**config.mk**
```make
export PLATFORM = sky130hd
export DESIGN_NAME = keypad_scanner
export DESIGN_NICKNAME = d
export VERILOG_FILES = /design/src/rtl/keypad_scanner.sv
export SDC_FILE = /design/constraint.sdc
export NUM_CORES = 1
export LEC_CHECK = 0
export CAP_MARGIN = 15
export CORE_UTILIZATION = 55
export DETAILED_ROUTE_END_ITERATION = 12
export MAX_ROUTING_LAYER = met4
export PLACE_DENSITY = 0.8
export SYNTH_ARGS = -nofsm -noshare
export SYNTH_HDL_FRONTEND = slang
export SYNTH_SLANG_ARGS = --single-unit
```
**constraint.sdc**
```tcl
create_clock -name clk -period 7.3 [get_ports clk]
set_clock_uncertainty 0.15 [all_clocks]
set_input_delay 1.46 -clock clk [delete_from_list [all_inputs] [get_ports clk]]
set_output_delay 1.46 -clock clk [all_outputs]
set_load 0.03 [all_outputs]
```
**src/rtl/keypad_scanner.sv**
```systemverilog
// keypad_scanner: scans a 4x4 active-low matrix keypad one column at a time,
// debounces press and release of a single key, and reports each accepted key
// as a hex code together with a two-deep digit history for the display muxer.
`timescale 1ns/1ps
module keypad_scanner #(
  parameter int SCAN_EXP        = 14,
  parameter int DEBOUNCE_CYCLES = 240000
) (
  input  logic       clk,
  input  logic       reset,
  input  logic [3:0] rows,
  output logic [3:0] cols,
  output logic [3:0] key_code,
  output logic       key_valid,
  output logic [3:0] digit_new,
  output logic [3:0] digit_old
);

  localparam int CNT_W = $clog2(DEBOUNCE_CYCLES + 1);
  localparam logic [CNT_W-1:0]    CNT_DONE   = CNT_W'(DEBOUNCE_CYCLES);
  localparam logic [CNT_W-1:0]    CNT_MAX    = {CNT_W{1'b1}};
  localparam logic [SCAN_EXP-1:0] DWELL_LAST = {SCAN_EXP{1'b1}};

  typedef enum logic [1:0] {
    SCAN     = 2'd0,
    DB_PRESS = 2'd1,
    HELD     = 2'd2,
    DB_REL   = 2'd3
  } state_t;

  state_t              state_r;
  logic [3:0]          rows_meta_r;
  logic [3:0]          rs_r;
  logic [1:0]          col_idx_r;
  logic [1:0]          row_idx_r;
  logic [SCAN_EXP-1:0] dwell_r;
  logic [CNT_W-1:0]    db_cnt_r;

  logic                rs_row_s;
  logic                dwell_last_s;
  logic [CNT_W-1:0]    cnt_inc_s;
  logic [1:0]          col_next_s;
  logic [3:0]          code_s;

  // Active-low drive pattern for a column index.
  function automatic logic [3:0] col_drive(input logic [1:0] idx);
    return ~(4'b0001 << idx);
  endfunction

  // True when exactly one synchronized row line is pulled low.
  function automatic logic one_low(input logic [3:0] r);
    case (r)
      4'b1110, 4'b1101, 4'b1011, 4'b0111: return 1'b1;
      default:                            return 1'b0;
    endcase
  endfunction

  // Index of the single low row line (only meaningful when one_low holds).
  function automatic logic [1:0] low_index(input logic [3:0] r);
    case (r)
      4'b1110: return 2'd0;
      4'b1101: return 2'd1;
      4'b1011: return 2'd2;
      4'b0111: return 2'd3;
      default: return 2'd0;
    endcase
  endfunction

  // Keypad legend lookup, row-major.
  function automatic logic [3:0] key_map(input logic [1:0] r, input logic [1:0] c);
    case ({r, c})
      4'd0:  return 4'h1;
      4'd1:  return 4'h2;
      4'd2:  return 4'h3;
      4'd3:  return 4'hA;
      4'd4:  return 4'h4;
      4'd5:  return 4'h5;
      4'd6:  return 4'h6;
      4'd7:  return 4'hB;
      4'd8:  return 4'h7;
      4'd9:  return 4'h8;
      4'd10: return 4'h9;
      4'd11: return 4'hC;
      4'd12: return 4'hE;
      4'd13: return 4'h0;
      4'd14: return 4'hF;
      4'd15: return 4'hD;
      default: return 4'h0;
    endcase
  endfunction

  // Decode helpers: captured row level, end of dwell, saturating count step.
  always_comb begin
    rs_row_s     = rs_r[row_idx_r];
    dwell_last_s = (dwell_r == DWELL_LAST);
    col_next_s   = col_idx_r + 2'd1;
    code_s       = key_map(row_idx_r, col_idx_r);
    if (db_cnt_r == CNT_MAX) begin
      cnt_inc_s = db_cnt_r;
    end else begin
      cnt_inc_s = db_cnt_r + CNT_W'(1);
    end
  end

  // Two-flop synchronizer for the asynchronous row inputs.
  always_ff @(posedge clk or posedge reset) begin
    if (reset) begin
      rows_meta_r <= 4'b1111;
      rs_r        <= 4'b1111;
    end else begin
      rows_meta_r <= rows;
      rs_r        <= rows_meta_r;
    end
  end

  // Scan/debounce state machine with all outputs registered.
  always_ff @(posedge clk or posedge reset) begin
    if (reset) begin
      state_r   <= SCAN;
      col_idx_r <= 2'd0;
      row_idx_r <= 2'd0;
      dwell_r   <= '0;
      db_cnt_r  <= '0;
      cols      <= 4'b1110;
      key_code  <= 4'h0;
      key_valid <= 1'b0;
      digit_new <= 4'h0;
      digit_old <= 4'h0;
    end else begin
      key_valid <= 1'b0;
      case (state_r)
        SCAN: begin
          dwell_r <= dwell_r + SCAN_EXP'(1);
          if (dwell_last_s) begin
            if (one_low(rs_r)) begin
              // Column stays frozen so the captured key remains driven.
              row_idx_r <= low_index(rs_r);
              db_cnt_r  <= '0;
              state_r   <= DB_PRESS;
            end else begin
              col_idx_r <= col_next_s;
              cols      <= col_drive(col_next_s);
            end
          end
        end
        DB_PRESS: begin
          if (!rs_row_s) begin
            if (cnt_inc_s == CNT_DONE) begin
              key_valid <= 1'b1;
              key_code  <= code_s;
              digit_old <= digit_new;
              digit_new <= code_s;
              db_cnt_r  <= '0;
              state_r   <= HELD;
            end else begin
              db_cnt_r <= cnt_inc_s;
            end
          end else begin
            // Press did not hold: abandon it and resume on the next column.
            state_r   <= SCAN;
            dwell_r   <= '0;
            col_idx_r <= col_next_s;
            cols      <= col_drive(col_next_s);
          end
        end
        HELD: begin
          if (rs_row_s) begin
            db_cnt_r <= '0;
            state_r  <= DB_REL;
          end else begin
            state_r <= HELD;
          end
        end
        DB_REL: begin
          if (rs_row_s) begin
            if (cnt_inc_s == CNT_DONE) begin
              db_cnt_r  <= '0;
              state_r   <= SCAN;
              dwell_r   <= '0;
              col_idx_r <= col_next_s;
              cols      <= col_drive(col_next_s);
            end else begin
              db_cnt_r <= cnt_inc_s;
            end
          end else begin
            // Release bounce: key is still down, no new report.
            state_r <= HELD;
          end
        end
        default: begin
          state_r <= SCAN;
        end
      endcase
    end
  end

endmodule

```
# Yosys cells after proc, flatten, opt, wreduce, memory -nomap -nowiden
# Memory sizes are Yosys's and may differ from the RTL's. A register that Yosys moved wholly into a read port is not among the register bits.
# Index checks and enable logic that the tools add are counted.
# totals
register_bits	55
latch_bits	0
mem_bits_rw	0
mem_bits_ro	64
in_bits	6
out_inout_bits	17
word_cells	88
n_memories	1
# memory_table
memory	depth	word_bits	read_ports	rd_clocked_by_memory_dff	write_ports	line_no	source
(no name shown)	16	4	1	1	0	71	case ({r, c})
# classes
add_sub_neg	3
mul	0
n_div	0
n_lt_le_gt_ge	1
eq_ne	20
n_shift	1
muxes	41
n_bitwise	2
n_reduce_logical	9
# ops
op	count
$mux W18	7
$pmux W18 S4	1
$mux W14	3
$pmux W14 S3	1
$eq A18 B18 Y1 const B	2
$mux W2	11
$mux W4	5
$add A18 B1 Y18 const B	1
$ne A2 B2 Y1 const B	8
$add A14 B1 Y14 const B	1
$eq A14 B14 Y1 const B	1
$eq A4 B4 Y1 const B	3
$pmux W2 S3	2
$pmux W4 S3	1
$mux W1	8
$pmux W2 S4	1
$reduce_and A4 Y1	2
$ne A3 B3 Y1 const B	2
$reduce_and A3 Y1	2
$reduce_and A6 Y1	1
$reduce_and A5 Y1	1
$eq A2 B2 Y1 const B	2
$eq A4 B3 Y1 const B	1
$not A4 Y4	1
9 further kinds	9

# Logic depth before layout (Yosys ltp)
# logic_depth
word_depth	8
mapped_depth	11
ltp_nobuf	9

# Worst setup path before layout
# Ideal clock, no wire load.
# synth_timing
kind	register to register
startpoint	register db_cnt_r[11]
endpoint	register dwell_r[9]
setup_ns	0.077
t_arrival_ns	3.114
required_ns	7.073
setup_slack_ns	3.958
stages_incl_launch_ff	11
n_path_buf	2
period_less_slack_ns	3.342
cell_sequence	dfrtp_1 nand4_4 or4_2 clkbuf_1 xnor2_1 or3_4 nor4_4 o21ai_2 buf_6 or4_1 a21oi_1
# synth_between
elab_chain_cells	5
elab_cells_between_ends	6
classes_between	add/sub: 1; eq/ne: 3; mux: 1; reduce/logical: 1
# synth_lines
item	line_no	source
from (decl)	37	logic [CNT_W-1:0] db_cnt_r;
from (signal assigned)	156	db_cnt_r <= cnt_inc_s;
from (signal assigned)	183	db_cnt_r <= cnt_inc_s;
$add A18 B1 Y18 / $eq A18 B18 Y1 (equally long branches)	101, 98	
$mux W18 *	98	if (db_cnt_r == CNT_MAX) begin
$eq A18 B18 Y1 *	176	if (cnt_inc_s == CNT_DONE) begin
$ne A2 B2 Y1 (no source line) *	--	
$reduce_and A4 Y1 (no source line) *	--	
to (signal assigned)	133	dwell_r <= dwell_r + SCAN_EXP'(1);
to (decl)	36	logic [SCAN_EXP-1:0] dwell_r;
# Every way passes the cells marked *; elsewhere a longest branch is shown, timed or not.
# A chain may end at the register's enable or synchronous reset.

# Worst setup path after layout
# layout_timing
startpoint	register db_cnt_r[6]
endpoint	register digit_old[1]
# layout_between
elab_chain_cells	4
elab_cells_between_ends	5
classes_between	add/sub: 1; eq/ne: 2; mux: 1; reduce/logical: 1
# layout_lines
item	line_no	source
$add A18 B1 Y18 / $eq A18 B18 Y1 (equally long branches)	101, 98	
$mux W18 *	98	
$eq A18 B18 Y1 *	148	if (cnt_inc_s == CNT_DONE) begin
$reduce_and A3 Y1 (no source line) *	--	
to (signal assigned)	151	digit_old <= digit_new;
to (decl)	16	output logic [3:0] digit_old
# Marks and branches as above.

==> impl_metrics.csv <==
group,metric,value,unit
status,status,"finished, final reports clean",
drt,drtAntennaViolNets,0,
sta,setup_viol,0,
drt,vias_per_cell,6.018,
clocking,clock-root-buffer,"clkbuf_8",
yosys,synth-seq-area-share,42.32,%
yosys,ys.flop_type,"dfrtp_1",
place,dpl.hpwl,4.748,mm
clocking,cts_buffers,9,
finish,final_core_utilization,63.73,%
yosys,synth_area,3521,um^2
grt,grt_overflow_total,0,
die,die-area,6726,um^2
worst_setup_path,setup.worst_path.class,"reg -> reg",
sta,worst_slew_pin_slew,0.7574,ns
grt,grt_max_degree,60,
power_and_ir_drop,peakVddDrop,0.0001360,V
drt,post_drt_wl_per_cell,15.79,um
drt,drc,0,
die,die_w,82.01,um
min_path,hold-path-cell-count,0,
finish,antenna_cells,0,
clocking,cts.repair.resized,0,
worst_setup_path,crit_path_end_kind,"flip-flop",
grt,grt_pass1_wl,11.89,mm
yosys,avgSynthCellArea,9.753,um^2
worst_setup_path,cp-start-kind,"flip-flop",
finish,drive_above_1_share,17.38,%
clocking,hold_buffers,0,
yosys,ys_types,57,
yosys,synth_edf_count,0,
place,gp_congestion,0.9131,
yosys,synthTopCellsByCount,"dfrtp_1, nand2_1, a21oi_1",
sta,hold_viol,0,
die,io_pins,23,
yosys,synth_nets,375,
grt,antenna_found_initial,0,
yosys,postSynthCellCount,361,
finish,final_net_count,383,
yosys,yosys_warnings,0,
drt,drtIter0Drc,213,
yosys,ys_top_cells_by_area,"dfrtp_1, dfstp_2, a21oi_1, nand2_1, mux2_2",
worst_setup_path,r2r_setup_slack,3.63,ns
power_and_ir_drop,power.leakage,1.610,nW
sta,final_max_slew_viol_count,0,
yosys,synthMostInstantiatedCell,"dfrtp_1",
grt,track_usage,24.38,%
sta,rsz0062_at_grt,"no",
place,io_buffers,22,
yosys,ys_seq_elements,59,
min_path,holdPathEnd,"rs_r[2]",
power_and_ir_drop,total_power,0.6827,mW
clocking,clkTransAtPathRegs,0.07,ns
worst_setup_path,required,7.37,ns
worst_setup_path,reg2reg_to,"digit_old[1]",
die,num_rows,28,
finish,n_fill_cell,493,
sta,slew_headroom,49.51,%
min_path,worstHoldStart,"rows_meta_r[2]",
clocking,cts_setup_buffers,0,
power_and_ir_drop,p_per_area,176.7,nW/um^2
worst_setup_path,timing.rr.start,"db_cnt_r[6]",
yosys,yosys.area.top_type,"dfrtp_1",
die,initial_utilization,58.09,%
clocking,h-tree-depth,3,
drt,via_count,2702,
min_path,hold_path_class,"reg -> reg",
job,drv_cap,0,
yosys,postSynth.asyncResetShare,100.0,%
sta,period_share,50.21,%
die,core,6061,um^2
worst_setup_path,critical_path_arrival,3.74,ns
sta,fin_tns_setup,0,ns
die,fp.dieH,82.01,um
worst_setup_path,reg2regPathDepth,7,
worst_setup_path,worstPathMaxFanout,10,
yosys,yosysTopAreaCellShare,34.12,%
sta,max_freq,272.8,MHz
sta,min_period,3.666,ns
clocking,cts_tree,"built",
drt,routed_wl,7.089,mm
finish,area_delta_synth_final,9.701,%
clocking,clock_path_buffers,2,
clocking,cts_sinks,59,
clocking,clk_latency,0.35,ns
grt,first_global_vias,2487,
drt,dr.pass1.iters,4,
layer usage:
metal / vias to the layer above / wire (um) / GRT usage (%)
met5: - / 0 / -
met4: 0 / 155 / 11.93
met3: 16 / 262 / 4.333
met2: 66 / 3351 / 36.12
met1: 1307 / 3320 / 32.17
li1: 1313 / - / -
worst max-delay path by stage:
stage / from / end / cells past startpoint
2_1_floorplan: db_cnt_r[11] / dwell_r[9] / 10
3_3_place_gp: db_cnt_r[6] / digit_old[1] / 7
3_5_place_dp: db_cnt_r[6] / digit_old[1] / 7
4_1_cts: db_cnt_r[6] / digit_old[1] / 7
5_1_grt: db_cnt_r[6] / dwell_r[9] / 8
6_report: db_cnt_r[6] / digit_old[1] / 7
worst max-delay path, stage by stage, from the launching register on:
cell and delay [ns]:
dfrtp_1 0.55, nand3_4 0.22, or4_2 0.79, xnor2_1 0.16
or3_4 0.37, or3_1 0.34, or4_1 0.61, mux2_2 0.35
placed cells by master (no fill, tap or decap), types with 7 or more instances in the layout:
| cell | synthesis | final |
|---|---|---|
| and3_1 | 7 | 7 |
| a21oi_1 | 34 | 34 |
| dfrtp_1 | 48 | 48 |
| o31ai_1 | 8 | 8 |
| xnor2_1 | 7 | 7 |
| mux2i_1 | 8 | 8 |
| o21ai_0 | 20 | 20 |
| nand4_1 | 8 | 8 |
| nand2_1 | 37 | 37 |
| xor2_1 | 10 | 10 |
| inv_1 | 13 | 12 |
| nand3_1 | 23 | 23 |
| clkbuf_8 | 4 | 10 |
| ha_1 | 8 | 8 |
| mux2_2 | 11 | 11 |
| dfstp_2 | 11 | 11 |
| nor2_1 | 18 | 18 |
| clkdlybuf4s50_1 | 0 | 22 |
final cells by class:
type,instances,area [um^2],area share [%]
inverters,13,48.80,1.263
flip-flops and latches,59,1490,38.58
clock inverters,6,88.84,2.300
well taps,75,93.84,2.430
clock buffers,10,137.6,3.563
repair buffers,24,235.2,6.090
multi-input cells,262,1768,45.77
state kept, by name, summed over array words and instances (netlist names), named ones only:
signal / flops
db_cnt_r: 18
rs_r: 4
digit_new: 4
dwell_r: 14
col_idx_r: 2
rows_meta_r: 4
state_r: 1
row_idx_r: 2
key_valid: 1
digit_old: 4
cols: 4
metrics by stage:
| stage | hold slack (ns) | worst slack (ns) | instances | area [um^2] |
|---|---|---|---|---|
| after floorplan | 0.1952 | 3.958 | 361 | 3521 |
| after global placement | 0.1952 | 3.776 | 433 | 3636 |
| after detailed placement | 0.1968 | 3.678 | 433 | 3636 |
| after CTS | 0.2079 | 3.640 | 449 | 3862 |
| after global routing | 0.2098 | 3.454 | 449 | 3862 |
| final | 0.2068 | 3.634 | 449 | 3862 |
where the power goes:
part | leakage (nW) | internal (mW) | switching, mW
clock network | 0.108 | 0.201 | 0.136
registers | 0.772 | 0.331 | 0.00180
logic | 0.730 | 0.00461 | 0.00811
kinds of logic after synthesis:
logic type               after synthesis  synth area share, %
AO/OA/AOI/OAI                         79                13.26
XOR/XNOR                              17                4.229
adder cells (fa/ha/maj)                8                2.843
buffers and inverters                 40                7.463
flip-flops                            59                42.32
multiplexers                          21                7.072
AND/OR/NAND/NOR                      137                22.81
Note: power is estimated with default switching activity, not from simulation.
